`config.mk`:
```
export PLATFORM = sky130hd
export DESIGN_NAME = stim_player
export DESIGN_NICKNAME = d
export VERILOG_FILES = /design/src/rtl/stim_player.sv
export SDC_FILE = /design/constraint.sdc
export NUM_CORES = 1
export LEC_CHECK = 0
export ABC_AREA = 0
export BUFFER_PORTS_ARGS = -buffer_cell sky130_fd_sc_hd__buf_2
export CAP_MARGIN = 20
export CORE_MARGIN = 1
export CORE_UTILIZATION = 41
export DETAILED_ROUTE_END_ITERATION = 7
export SETUP_SLACK_MARGIN = 0.05
export SYNTH_ARGS = -nofsm -noshare
export SYNTH_HDL_FRONTEND = slang
export SYNTH_SLANG_ARGS = --single-unit
```
`constraint.sdc`:
```
create_clock -name clk -period 10.25 [get_ports clk]
set_clock_uncertainty 0.1 [all_clocks]
set_input_delay 2.05 -clock clk [delete_from_list [all_inputs] [get_ports clk]]
set_output_delay 2.05 -clock clk [all_outputs]
set_load 0.01 [all_outputs]
```
`src/rtl/stim_player.sv`:
```
// Stimulus vector player: a small vector memory loaded while idle, played out
// through a valid/ready handshake, with optional looping, a saturating wrap
// counter and a rotate-xor signature of the responses seen on each accept.
//
// state | meaning
// ------+-------------------------------------------------------------
// IDLE  | waiting for start; vector memory may be loaded
// PLAY  | vec_out holds a live vector, advancing on every accept
// DONE  | last vector accepted without looping; done pulses here
module stim_player #(
    parameter int VEC_W = 101,
    parameter int DEPTH = 8,
    parameter int AW    = 3,
    parameter int OBS_W = 32
) (
    input  logic             clk,
    input  logic             reset,
    input  logic             load_en,
    input  logic [AW-1:0]    load_addr,
    input  logic [VEC_W-1:0] load_data,
    input  logic             start,
    input  logic             stop,
    input  logic             loop_en,
    input  logic [AW:0]      len,
    output logic [VEC_W-1:0] vec_out,
    output logic             vec_valid,
    input  logic             vec_ready,
    input  logic [OBS_W-1:0] obs_in,
    output logic [AW-1:0]    pc,
    output logic             busy,
    output logic             done,
    output logic [15:0]      wrap_cnt,
    output logic [OBS_W-1:0] obs_sig
);

    typedef enum logic [1:0] {
        IDLE = 2'd0,
        PLAY = 2'd1,
        DONE = 2'd2
    } state_t;

    localparam logic [AW:0] DEPTH_L = (AW + 1)'(DEPTH);

    state_t           state;
    logic [VEC_W-1:0] mem [DEPTH];
    logic [AW:0]      play_len;
    logic [AW:0]      len_clip;
    logic             last_vec;
    logic [AW-1:0]    pc_next;
    logic [OBS_W-1:0] sig_next;
    logic             load_ok;

    assign len_clip = (len > DEPTH_L) ? DEPTH_L : len;
    assign last_vec = ({1'b0, pc} == (play_len - 1'b1));
    assign pc_next  = pc + 1'b1;
    assign sig_next = {obs_sig[OBS_W-2:0], obs_sig[OBS_W-1]} ^ obs_in;
    assign load_ok  = load_en && (state == IDLE) && !start && (32'(load_addr) < DEPTH);
    assign busy     = (state == PLAY);

    // Vector storage: no reset so contents survive a reset mid-playback.
    always_ff @(posedge clk) begin
        if (load_ok) begin
            mem[load_addr] <= load_data;
        end
    end

    // Playback FSM with registered outputs.
    always_ff @(posedge clk or negedge reset) begin
        if (!reset) begin
            state     <= IDLE;
            play_len  <= '0;
            vec_out   <= '0;
            vec_valid <= 1'b0;
            pc        <= '0;
            done      <= 1'b0;
            wrap_cnt  <= '0;
            obs_sig   <= '0;
        end else begin
            case (state)
                IDLE: begin
                    done <= 1'b0;
                    if (start && (len != '0)) begin
                        play_len  <= len_clip;
                        pc        <= '0;
                        vec_out   <= mem[0];
                        vec_valid <= 1'b1;
                        obs_sig   <= '0;
                        wrap_cnt  <= '0;
                        state     <= PLAY;
                    end
                end
                PLAY: begin
                    if (stop) begin
                        // Abort wins over a simultaneous accept; signature is not updated.
                        vec_out   <= '0;
                        vec_valid <= 1'b0;
                        pc        <= '0;
                        state     <= IDLE;
                    end else if (vec_ready) begin
                        obs_sig <= sig_next;
                        if (!last_vec) begin
                            pc      <= pc_next;
                            vec_out <= mem[pc_next];
                        end else if (loop_en) begin
                            pc      <= '0;
                            vec_out <= mem[0];
                            if (wrap_cnt != 16'hFFFF) begin
                                wrap_cnt <= wrap_cnt + 16'd1;
                            end
                        end else begin
                            pc        <= '0;
                            vec_out   <= '0;
                            vec_valid <= 1'b0;
                            done      <= 1'b1;
                            state     <= DONE;
                        end
                    end
                end
                DONE: begin
                    done  <= 1'b0;
                    state <= IDLE;
                end
                default: begin
                    vec_out   <= '0;
                    vec_valid <= 1'b0;
                    pc        <= '0;
                    done      <= 1'b0;
                    state     <= IDLE;
                end
            endcase
        end
    end

endmodule

```
---- After elaboration in Yosys (flattened, before gate mapping) ----
Memory sizes are Yosys's and may differ from the RTL's.
Index checks and enable logic that the tools add are counted.
storage, ports and cells
  ROM bits ................................ 0
  memory bits (writable) .................. 808
  memories kept ........................... 1
  logic and storage cells ................. 85
  input port bits ......................... 147
  latch bits .............................. 0
  bits in registers ....................... 160
  output and inout bits ................... 155
memories
  name  words  bits a word  rd ports  clocked after Yosys merged registers in  wr ports  RTL line  text
  mem   8      101          2         0                                        1         45        logic [VEC_W-1:0] mem [DEPTH];
operators by class
  equal/unequal tests ..................... 14
  bitwise logic cells ..................... 2
  $lt $le $gt $ge ......................... 1
  add/subtract/negate cells ............... 3
  multiplexer cells ....................... 42
  reductions and logical operators ........ 14
  div/mod/pow operators ................... 0
  multiply operators ...................... 0
  shifts and indexed selects .............. 0
operator list
  operator                                        count
  2-to-1 mux 101 bit                              5
  one-hot mux 101 bit (3 select lines)            1
  2-to-1 mux 16 bit                               6
  2-to-1 mux 32 bit                               3
  one-hot mux 32 bit (2 select lines)             1
  one-hot mux 16 bit (2 select lines)             1
  bitwise XOR 32 bit                              1
  adder 16 x 1 -> 16 bit (second input constant)  1
  != test 16 bit (second input constant)          1
  2-to-1 mux 1 bit                                12
  2-to-1 mux 3 bit                                4
  AND reduction 4 bit                             3
  2-to-1 mux 2 bit                                5
  one-hot mux 3 bit (3 select lines)              1
  != test 2 bit (second input constant)           4
  AND reduction 7 bit                             1
  != test 2 x 1 -> 1 bit (second input constant)  3
  != test 3 bit (second input constant)           2
  AND reduction 5 bit                             1
  == test 3 x 4 -> 1 bit                          1
  > comparator 4 bit (second input constant)      1
  2-to-1 mux 4 bit                                1
  one-hot mux 2 bit (2 select lines)              1
  nonzero test 4 bit                              1
  other kinds (13)                                15

---- Longest topological paths before layout ----
  depth in word-level cells ............... 7
  gate-level depth with buffers ........... 9
  depth with buffers taken out ............ 7

---- Worst setup path before layout ----
OpenSTA, ideal clock, no wires.
  kind .................................... input to register
  start ................................... in start
  end ..................................... mem mem[0][0] (enable)
  data arrival time ....................... 9.351 ns
  stages on the path ...................... 3
  library setup time ...................... 0.686 ns
  buffers on the path ..................... 0
  slack ................................... 0.113 ns
  data required time ...................... 9.464 ns
  cells stage by stage .................... nor4b_1 nand2b_1 nor3_1
on the way
  longest elaborated chain between the ends .. 4
ends and longest elaborated chain
  item                                    RTL line  text
  start, declared                         21        input logic start,
  logical NOT 1 bit                       57        assign load_ok = load_en && (state == IDLE) && !start && (32'(load_addr) < DEPTH);
  logical AND 1 bit                       57
  2-to-1 mux 1 bit                        62        if (load_ok) begin
  2-to-1 mux 1 bit (not written as such)  63        mem[load_addr] <= load_data;
  end, declared                           45
Every way passes these cells.

---- Final worst setup path ----
  start ................................... in start
  end ..................................... mem mem[7][83] (enable)
The elaborated chain is that of the path after synthesis.

==> impl_metrics.toml <==
[sta]
max_freq_ghz = 0.2104
period_minus_slack_ns = 4.753
slew_viol_final = 0
max_slew_margin = 0.2516
hold_viol_final = 0
worst_slew_pin_slew_ns = 1.123
rsz0062_at_grt = "false"
tns_ns = 0
post-route-period-util = 0.4637
finalSetupViolCount = 0
setup_slack_ns = 5.497

[cts]
cts_tree = "yes"
ctsHoldBuffers = 0
clkLatencyLatePin_ns = 0.67
cts_made_buffers = 99
clockBufferDepth = 3
cts_resized = 0
htree_levels = 3
cts_setup_buffers = 0
cts_root_buf = "clkbuf_16"
cts.sinks = 968
clkSlewWorstSetupHoldPaths_ns = 0.06

[pwr]
peakVddDrop_mv = 0.1381
power.switching_uw = 2460
clockPowerShare = 0.367
power.sequential.fraction = 0.478
p_int_uw = 7226
leakagePower_uw = 0.01504
swShare = 0.2540
power_frac_comb = 0.155
powerDensity_nw_per_um2 = 222.6

[yosys]
synthArstFlopShare = 0.1653
synth_top_area_frac = 0.6477
ys_ff_latch = 968
synthFlopType = "edfxtp_1"
synth_cell_types = 50
yosysWarnings = 0
synth_cells = 1986
synth_area_um2 = 37460
avgSynthCellArea_um2 = 18.86
syn_nets = 2136
synth_edf_count = 808
yosysTopAreaCell = "edfxtp_1"
ys_seq_area_frac = 0.7546
synth.area.top_cells = "edfxtp_1, mux4_2, dfrtp_1, nand2_1, a221o_1"

[final_layout]
fin_area_um2 = 43510
antenna_cells = 0
drive_gt1_frac = 0.2923
nNetsFinal = 2452
syn_to_final_growth_pct = 16.15
mostFrequentLayoutCells = "edfxtp_1, buf_2, nand2_1, mux4_2, dfrtp_1"
final_common_cell = "edfxtp_1"
fin_util = 0.4819

[worst_hold_path]
hold_class = "reg -> reg"

[place]
post-dp-hpwl_um = 49870
io_buffers = 301
place_area_um2 = 40210
pre_cts_slack_ns = 4.780
gp_congestion = 0.7930

[setup_path]
required_ns = 10.40
cp.arrival_ns = 4.90
r2r_end = "mem[7][83]"
crit_type = "in -> reg"
crit-reg2reg-launch = "state[0]"
rrSetupSlack_ns = 6.33
end_kind = "flop"
r2r_cells = 5
start_kind = "input port"
cp_max_fo = 59
crit_end = "mem[7][83]"
crit_start = "start"

[grt]
grt_max_degree = 120
grt_first_pass_wirelength_um = 135100
grtUsageTotal = 0.1933
antenna_found_initial = 21
grt_overflow_total = 0
grt_pass1_vias = 21250

[route]
ant_nets = 0
vias = 20010
routed_wl_um = 88790
wire_per_inst_um = 24.91
initialDrtViolationCount = 1636
viasPerCell = 5.614
remaining_drc_errors = 0
dr.pass1.iters = 5

[floorplanning]
core_um2 = 90290
die_x_um = 304.3
die-area_um2 = 92570
start_util = 0.4149
rows = 110
die_h_um = 304.3
design.portCount = 302

[status]
status = "completed"

[job]
cap_violations = 0
-- synth_stat cells, types with 14 or more instances --
library cell    n
edfxtp_1      808
a221o_1       101
buf_1          14
clkbuf_1       28
mux4_2        190
buf_2          53
buf_4          16
xnor2_1        33
o31ai_1        35
nand3_1        23
a21oi_1       104
nand2_1       273
dfrtp_1       160
-- critical path: stages --
cell	delay (ns)
buf_2	0.11
nor4b_1	0.59
nand2_1	0.41
nor2_4	0.19
buf_4	0.74
buf_4	0.74
-- power groups by stage --
| stage | clock [uW] | combinational [uW] | sequential [uW] |
|---|---|---|---|
| 6_report | 3550 | 1500 | 4630 |
| 5_1_grt | 3790 | 1640 | 4660 |
| 4_1_cts | 3640 | 1530 | 4640 |
| 3_5_place_dp | 0 | 1530 | 4710 |
| 3_3_place_gp | 0 | 1510 | 4710 |
| 2_1_floorplan | 0 | 952 | 4740 |
-- stage by stage --
step | total power [uW] | instances | hold WS, ns
finish | 9686 | 3564 | 0.3778
global route | 10090 | 3564 | 0.3916
CTS | 9807 | 3562 | 0.3722
detailed placement | 6242 | 3375 | 0.3801
global placement | 6219 | 3375 | 0.3719
floorplan | 5693 | 1986 | 0.3763
-- routing by layer --
layer,track usage,wire [um],vias to the layer above
li1,-,-,8655
met1,0.2531,36690,10590
met2,0.3280,44700,603
met3,0.04394,5788,140
met4,0.04487,1459,24
met5,0,157,-
-- kinds of logic (layout without fill, tap and decap cells) --
group / Yosys count / after routing / synth area share
simple gates: 372 / 372 / 0.04426
compound gates: 274 / 274 / 0.05505
fa+ha+maj: 3 / 3 / 0.001002
xor+xnor: 37 / 37 / 0.008852
flops: 968 / 968 / 0.7546
mux: 203 / 203 / 0.1177
buf+inv: 129 / 531 / 0.01851
-- worst min-delay path by stage --
stage / startpoint / end / slack (ns) / cells past startpoint
final: mem[0][79] / vec_out[79] / 0.38 / 1
after detailed placement: done / done / 0.38 / 1
after floorplan: mem[0][100] / vec_out[100] / 0.38 / 1
after CTS: mem[0][79] / vec_out[79] / 0.37 / 1
after global placement: done / done / 0.37 / 1
after global routing: mem[0][79] / vec_out[79] / 0.39 / 1
-- state kept, by name (all words and copies together), names as in the netlist --
register	cells
done	1
mem	808
obs_sig	32
pc	3
play_len	4
state	2
vec_out	101
vec_valid	1
wrap_cnt	16
-- cell type report --
type | instances | area, um2
Tap cell | 1176 | 1471
Sequential cell | 968 | 28270
Timing Repair Buffer | 337 | 1868
Fill cell | 7471 | 46780
Clock inverter | 42 | 439.2
Multi-Input combinational cell | 889 | 8620
Clock buffer | 145 | 2813
Inverter | 7 | 26.28
(Power assumes the default switching activity.)
